## config.mk

```make
export PLATFORM = sky130hd
export DESIGN_NAME = instr_fetch
export DESIGN_NICKNAME = d
export VERILOG_FILES = /design/src/rtl/miniCPU_pkg.sv /design/src/rtl/instr_rom.sv /design/src/rtl/instr_fetch.sv
export SDC_FILE = /design/constraint.sdc
export NUM_CORES = 1
export LEC_CHECK = 0
export BUFFER_PORTS_ARGS = -buffer_cell sky130_fd_sc_hd__clkbuf_2
export CELL_PAD_IN_SITES_DETAIL_PLACEMENT = 1
export CELL_PAD_IN_SITES_GLOBAL_PLACEMENT = 2
export CORE_UTILIZATION = 31
export CTS_CLUSTER_SIZE = 30
export DETAILED_ROUTE_END_ITERATION = 10
export GPL_TIMING_DRIVEN = 0
export PLACE_DENSITY_LB_ADDON = 0.1
export SLEW_MARGIN = 30
export SYNTH_ARGS = -nofsm -noshare
export SYNTH_HDL_FRONTEND = slang
export SYNTH_SLANG_ARGS = --single-unit
export TNS_END_PERCENT = 50
```

## constraint.sdc

```tcl
create_clock -name clk -period 2.7 [get_ports clk]
set_input_delay 0.54 -clock clk [delete_from_list [all_inputs] [get_ports clk]]
set_output_delay 0.54 -clock clk [all_outputs]
set_load 0.03 [all_outputs]
```

## src/rtl/miniCPU_pkg.sv

```systemverilog
// miniCPU_pkg: shared widths, halt opcode, instruction word and fetch FSM state.
package miniCPU_pkg;
    localparam int PC_W  = 4;
    localparam int OPC_W = 4;
    localparam int OPD_W = 8;
    localparam logic [OPC_W-1:0] HLT_OPC = 4'hF;

    typedef struct packed {
        logic [OPC_W-1:0] opcode;
        logic [OPD_W-1:0] operand_1;
        logic [OPD_W-1:0] operand_2;
    } instr_t;

    typedef enum logic [1:0] {RUN, STALL, HALT} fetch_state_t;
endpackage

```

## src/rtl/instr_rom.sv

```systemverilog
// instr_rom: combinational 16-entry program ROM; HLT_ADDR (if in range) turns that entry into HLT.
module instr_rom
    import miniCPU_pkg::*;
#(
    parameter int HLT_ADDR = -1
) (
    input  logic [PC_W-1:0] addr,
    output instr_t          instr
);
    always_comb begin
        case (addr)
            4'h0:    instr = 20'h1_10_01;
            4'h1:    instr = 20'h2_21_12;
            4'h2:    instr = 20'h3_32_23;
            4'h3:    instr = 20'h4_43_34;
            4'h4:    instr = 20'h5_54_45;
            4'h5:    instr = 20'h6_65_56;
            4'h6:    instr = 20'h7_76_67;
            4'h7:    instr = 20'h8_87_78;
            4'h8:    instr = 20'h9_98_89;
            4'h9:    instr = 20'hA_A9_9A;
            4'hA:    instr = 20'hB_BA_AB;
            4'hB:    instr = 20'hC_CB_BC;
            4'hC:    instr = 20'hD_DC_CD;
            4'hD:    instr = 20'hE_ED_DE;
            4'hE:    instr = 20'h0_FE_EF;
            default: instr = 20'h1_0F_F0;
        endcase
        if (int'(addr) == HLT_ADDR) instr.opcode = HLT_OPC;
    end
endmodule

```

## src/rtl/instr_fetch.sv

```systemverilog
// instr_fetch: miniCPU fetch stage; owns the PC and presents ROM words over valid/ready.
// Define FETCH_JUMP_EN to add the jump_valid/jump_target redirect ports.
module instr_fetch
    import miniCPU_pkg::*;
#(
    parameter int HLT_ADDR = -1
) (
    input  logic             clk,
    input  logic             reset,
    input  logic             stop,
    input  logic             out_ready,
`ifdef FETCH_JUMP_EN
    input  logic             jump_valid,
    input  logic [PC_W-1:0]  jump_target,
`endif
    output logic             out_valid,
    output logic [OPC_W-1:0] opcode,
    output logic [OPD_W-1:0] operand_1,
    output logic [OPD_W-1:0] operand_2,
    output logic [PC_W-1:0]  pc,
    output logic             halted
);
    fetch_state_t    state_q;
    logic [PC_W-1:0] fetch_pc_q, fetch_pc_d, pc_q, jump_pc;
    logic            valid_q, load, jump;
    instr_t          instr_q, rom_word;

    instr_rom #(.HLT_ADDR(HLT_ADDR)) u_rom (.addr(fetch_pc_q), .instr(rom_word));

`ifdef FETCH_JUMP_EN
    assign jump    = jump_valid && state_q != HALT;
    assign jump_pc = jump_target;
`else
    assign jump    = 1'b0;
    assign jump_pc = '0;
`endif

    always_comb begin
        load       = state_q == RUN && !stop && (!valid_q || out_ready) && !jump;
        fetch_pc_d = jump ? jump_pc : load ? fetch_pc_q + PC_W'(1) : fetch_pc_q;
    end

    // A flush drops valid; otherwise a completed handshake without a reload drains it.
    always_ff @(posedge clk) begin
        if (reset) begin
            state_q    <= RUN;
            fetch_pc_q <= '0;
            valid_q    <= 1'b0;
            instr_q    <= '0;
            pc_q       <= '0;
        end else begin
            fetch_pc_q <= fetch_pc_d;
            valid_q    <= load | (valid_q & ~out_ready & ~jump);
            if (load) begin
                instr_q <= rom_word;
                pc_q    <= fetch_pc_q;
            end
            state_q <= state_q == HALT                      ? HALT :
                       stop                                 ? STALL :
                       (load && rom_word.opcode == HLT_OPC) ? HALT : RUN;
        end
    end

    assign out_valid = valid_q;
    assign opcode    = instr_q.opcode;
    assign operand_1 = instr_q.operand_1;
    assign operand_2 = instr_q.operand_2;
    assign pc        = pc_q;
    assign halted    = state_q == HALT;
endmodule
```

==> summary.txt <==
Final layout
  – # diodes: 0
  – Fill cells: between 500 and 600
  – Area delta synth->final: 21.46%
  – Share of post-route cells with drive strength above 1: 0.2835
  – Final layout net count: approximately 200
  – Non-Filler Instances: ~250

STA
  – Fin crit share: 0.8292
  – Fin. Hold Viols: 0
  – Worst slew margin: 0.5144
  – Fmax: ~450 MHz
  – Final min period: 2.239 ns
  – # setup viols final: 0
  – Slew of the pin with the lowest slew margin: 0.7234 ns
  – Setup TNS: 0 ns
  – Final Slew Violations: 0
  – Clock Skews: between 0.002 and 0.003 ns
  – RSZ-0062 raised after global routing: false
  – Final Worst Setup Slack: 0.4612 ns
  – Final hold slack: around 0.44 ns

Clock network
  – Post-CTS setup buffers: 0
  – H-tree levels: 2
  – Clock Pin Slew Worst Setup and Hold Paths: 0.07 ns
  – TritonCTS clock tree: done
  – Bufs on Longest Clock Path: 2
  – CTS root buf: clkbuf_8
  – Post_cts resized: 0
  – Clk sinks: 35
  – Inserted Clock Buffers: 5
  – Hold-fix buffers, CTS: 0
  – Skew-Pair Late Insertion Delay: ~0.28 ns

Die
  – CORE AREA: 0.004384 sq mm
  – Die Wd: about 70 um
  – Die area: between 0.004 and 0.005 sq mm
  – Initial Util: 0.3245
  – Die Span Y: about 70 um
  – Site row count: 24
  – IO Count: 30

Synthesis
  – Largest area contributor in the netlist: dfxtp_1
  – Post-synth top cells: nand2_1 (36), dfxtp_1 (35), a21oi_1 (21)
  – Synth cell types: 36
  – Count leader, synth: nand2_1
  – Post-synth EDFFs: 0
  – Post-synthesis instance total: ~160
  – Yosys synthesis warning count: 0
  – Top FF cell, synth: dfxtp_1
  – Top cells by area, synth: dfxtp_1 (49%), nand2_1 (9.5%), a21oi_1 (7.4%)
  – Netlist Area Pre-Place: 0.001423 sq mm
  – #FFs+latches synth: 35
  – Syn nets: 166
  – Synth Area per Inst: 9.004 sq um
  – Ys async rst share: 0
  – Top-area cell type share of the netlist area: 0.4925
  – Sequential share of the synthesized area: 0.4925

Routing
  – Drt initial violations: 39
  – Vias: roughly 1100
  – DRT Pass-1 Iters: 4
  – Final ANT Viol Nets: 0
  – Via/cell ratio: ~4.7
  – Drc violations: 0
  – DR WL/cell: about 13 um
  – DRT Wirelength: a little over 3000 um

Setup path
  – Worst Path Class, Setup: input pin to register
  – Worst r2r src: state_q[1]
  – Critical path endpoint category: register
  – CP required: about 2.9 ns
  – Crit path max fanout: 9
  – Startpoint types: input pin
  – CP startpoint: stop
  – CP arrival: around 2.4 ns

Global route
  – Via count of the first global-routing pass: between 1000 and 1500
  – Antenna violations before repair: 0
  – First-pass GRT wire length: between 5000 and 6000 um
  – Gr usage total: 0.1472
  – Largest net degree at the start of global routing: 11
  – Grt total ovfl: 0

Pwr
  – Sequential share of power: 0.515
  – Leak: between 0.7 and 0.8 nW
  – Logic pwr share: 0.097
  – VDD IR max: approximately 0.00018 V
  – Sw Ratio: 0.2452
  – Pwr Density: around 600 mW/mm^2
  – Power, Total: between 1 and 1.5 mW
  – Internal Power: 0.8021 mW
  – Clock power share: 0.388
  – NetSw: about 0.26 mW

Hold path
  – Worst Hold Launch: u_rom.instr[3]
  – Class of the tightest hold or removal check: register to register

Placement
  – DP HPWL: around 2400 um
  – Final Wtd Congestion: 0.8099
  – # port buffers: 28
  – Dpl cells: between 200 and 250
  – Pre-CTS setup slack: approximately 0.15 ns

Flow run
  – Max-cap violations: 0

Run status
  – Status: finished clean
-- state kept, by name (all words and copies together) (netlist names) --
| name | flops |
|---|---|
| out_valid | 1 |
| operand_2 | 1 |
| pc | 4 |
| fetch_pc_q | 4 |
| u_rom.instr | 12 |
| state_q | 2 |
| opcode | 4 |
| operand_1 | 7 |
-- worst paths after layout --
kind	end	cells after the start	slack (ns)
setup / recovery	u_rom.instr[17]	9	0.46
setup reg to reg	u_rom.instr[17]	8	0.53
hold / removal	operand_2[3]	2	0.44
hold reg to reg	operand_2[3]	2	0.44
-- metal layers --
metal / global-route usage / share of wire / up-vias
li1: - / - / 594
met5: 0 / 0 / -
met3: 0.03488 / 0.031 / 4
met2: 0.2503 / 0.49 / 19
met4: 0.06000 / 0.012 / 0
met1: 0.1785 / 0.46 / 529
-- layout make-up --
type / instances / area, sq um / share of cell area
buffer: 15 / 96.34 / 0.05576
clock buffer: 8 / 100.1 / 0.05793
inverter: 8 / 30.03 / 0.01738
multi-input combinational: 100 / 595.6 / 0.3447
sequential: 35 / 700.7 / 0.4055
tap: 52 / 65.06 / 0.03765
timing repair buffer: 28 / 140.1 / 0.08110
-- critical path, cell delays in order --
cell      delay [ns]
clkbuf_2        0.11
or3_1           0.38
buf_6           0.15
nor2_2          0.28
nand2_1         0.18
a21o_1          0.19
ha_1            0.27
inv_1           0.05
mux2_4          0.25
-- placed cells by master, fill, tap and decap left out, types with 2 or more instances in the layout --
| cell | Yosys | final |
|---|---|---|
| buf_4 | 8 | 8 |
| clkbuf_2 | 0 | 28 |
| nor2b_1 | 3 | 3 |
| or2_2 | 2 | 2 |
| clkbuf_8 | 0 | 7 |
| inv_1 | 6 | 6 |
| nand4_1 | 2 | 2 |
| clkbuf_1 | 3 | 4 |
| o21ai_0 | 2 | 2 |
| nand2_1 | 36 | 36 |
| a21oi_1 | 21 | 21 |
| ha_1 | 4 | 4 |
| a311oi_1 | 2 | 2 |
| a21o_1 | 2 | 2 |
| nand3_1 | 2 | 2 |
| dfxtp_1 | 35 | 35 |
| mux2i_1 | 3 | 3 |
| or3_1 | 2 | 2 |
| buf_2 | 2 | 2 |
| nor2_1 | 4 | 4 |
| inv_2 | 2 | 2 |
-- cells by family after synthesis --
family | synth area share
muxes | 0.03166
AOI/OAI and AO/OA | 0.1530
and+or+nand+nor | 0.1988
DFF | 0.4925
buffers and inverters | 0.08883
adders and majority gates | 0.03518
-- power groups by stage --
stage / Combinational [mW] / Sequential (mW) / Clock, mW
6_report: 0.103 / 0.547 / 0.413
2_1_floorplan: 0.0617 / 0.571 / 0
5_1_grt: 0.113 / 0.550 / 0.461
4_1_cts: 0.105 / 0.547 / 0.431
3_5_place_dp: 0.104 / 0.559 / 0
3_3_place_gp: 0.103 / 0.558 / 0
-- metrics by stage --
| step | utilization | cell area [sq um] |
|---|---|---|
| floorplan | - | 1423 |
| global placement | 0.3713 | 1628 |
| detailed placement | 0.3713 | 1628 |
| CTS | 0.3941 | 1728 |
| global route | 0.3941 | 1728 |
| finish | 0.3941 | 1728 |
(Power assumes the default switching activity.)
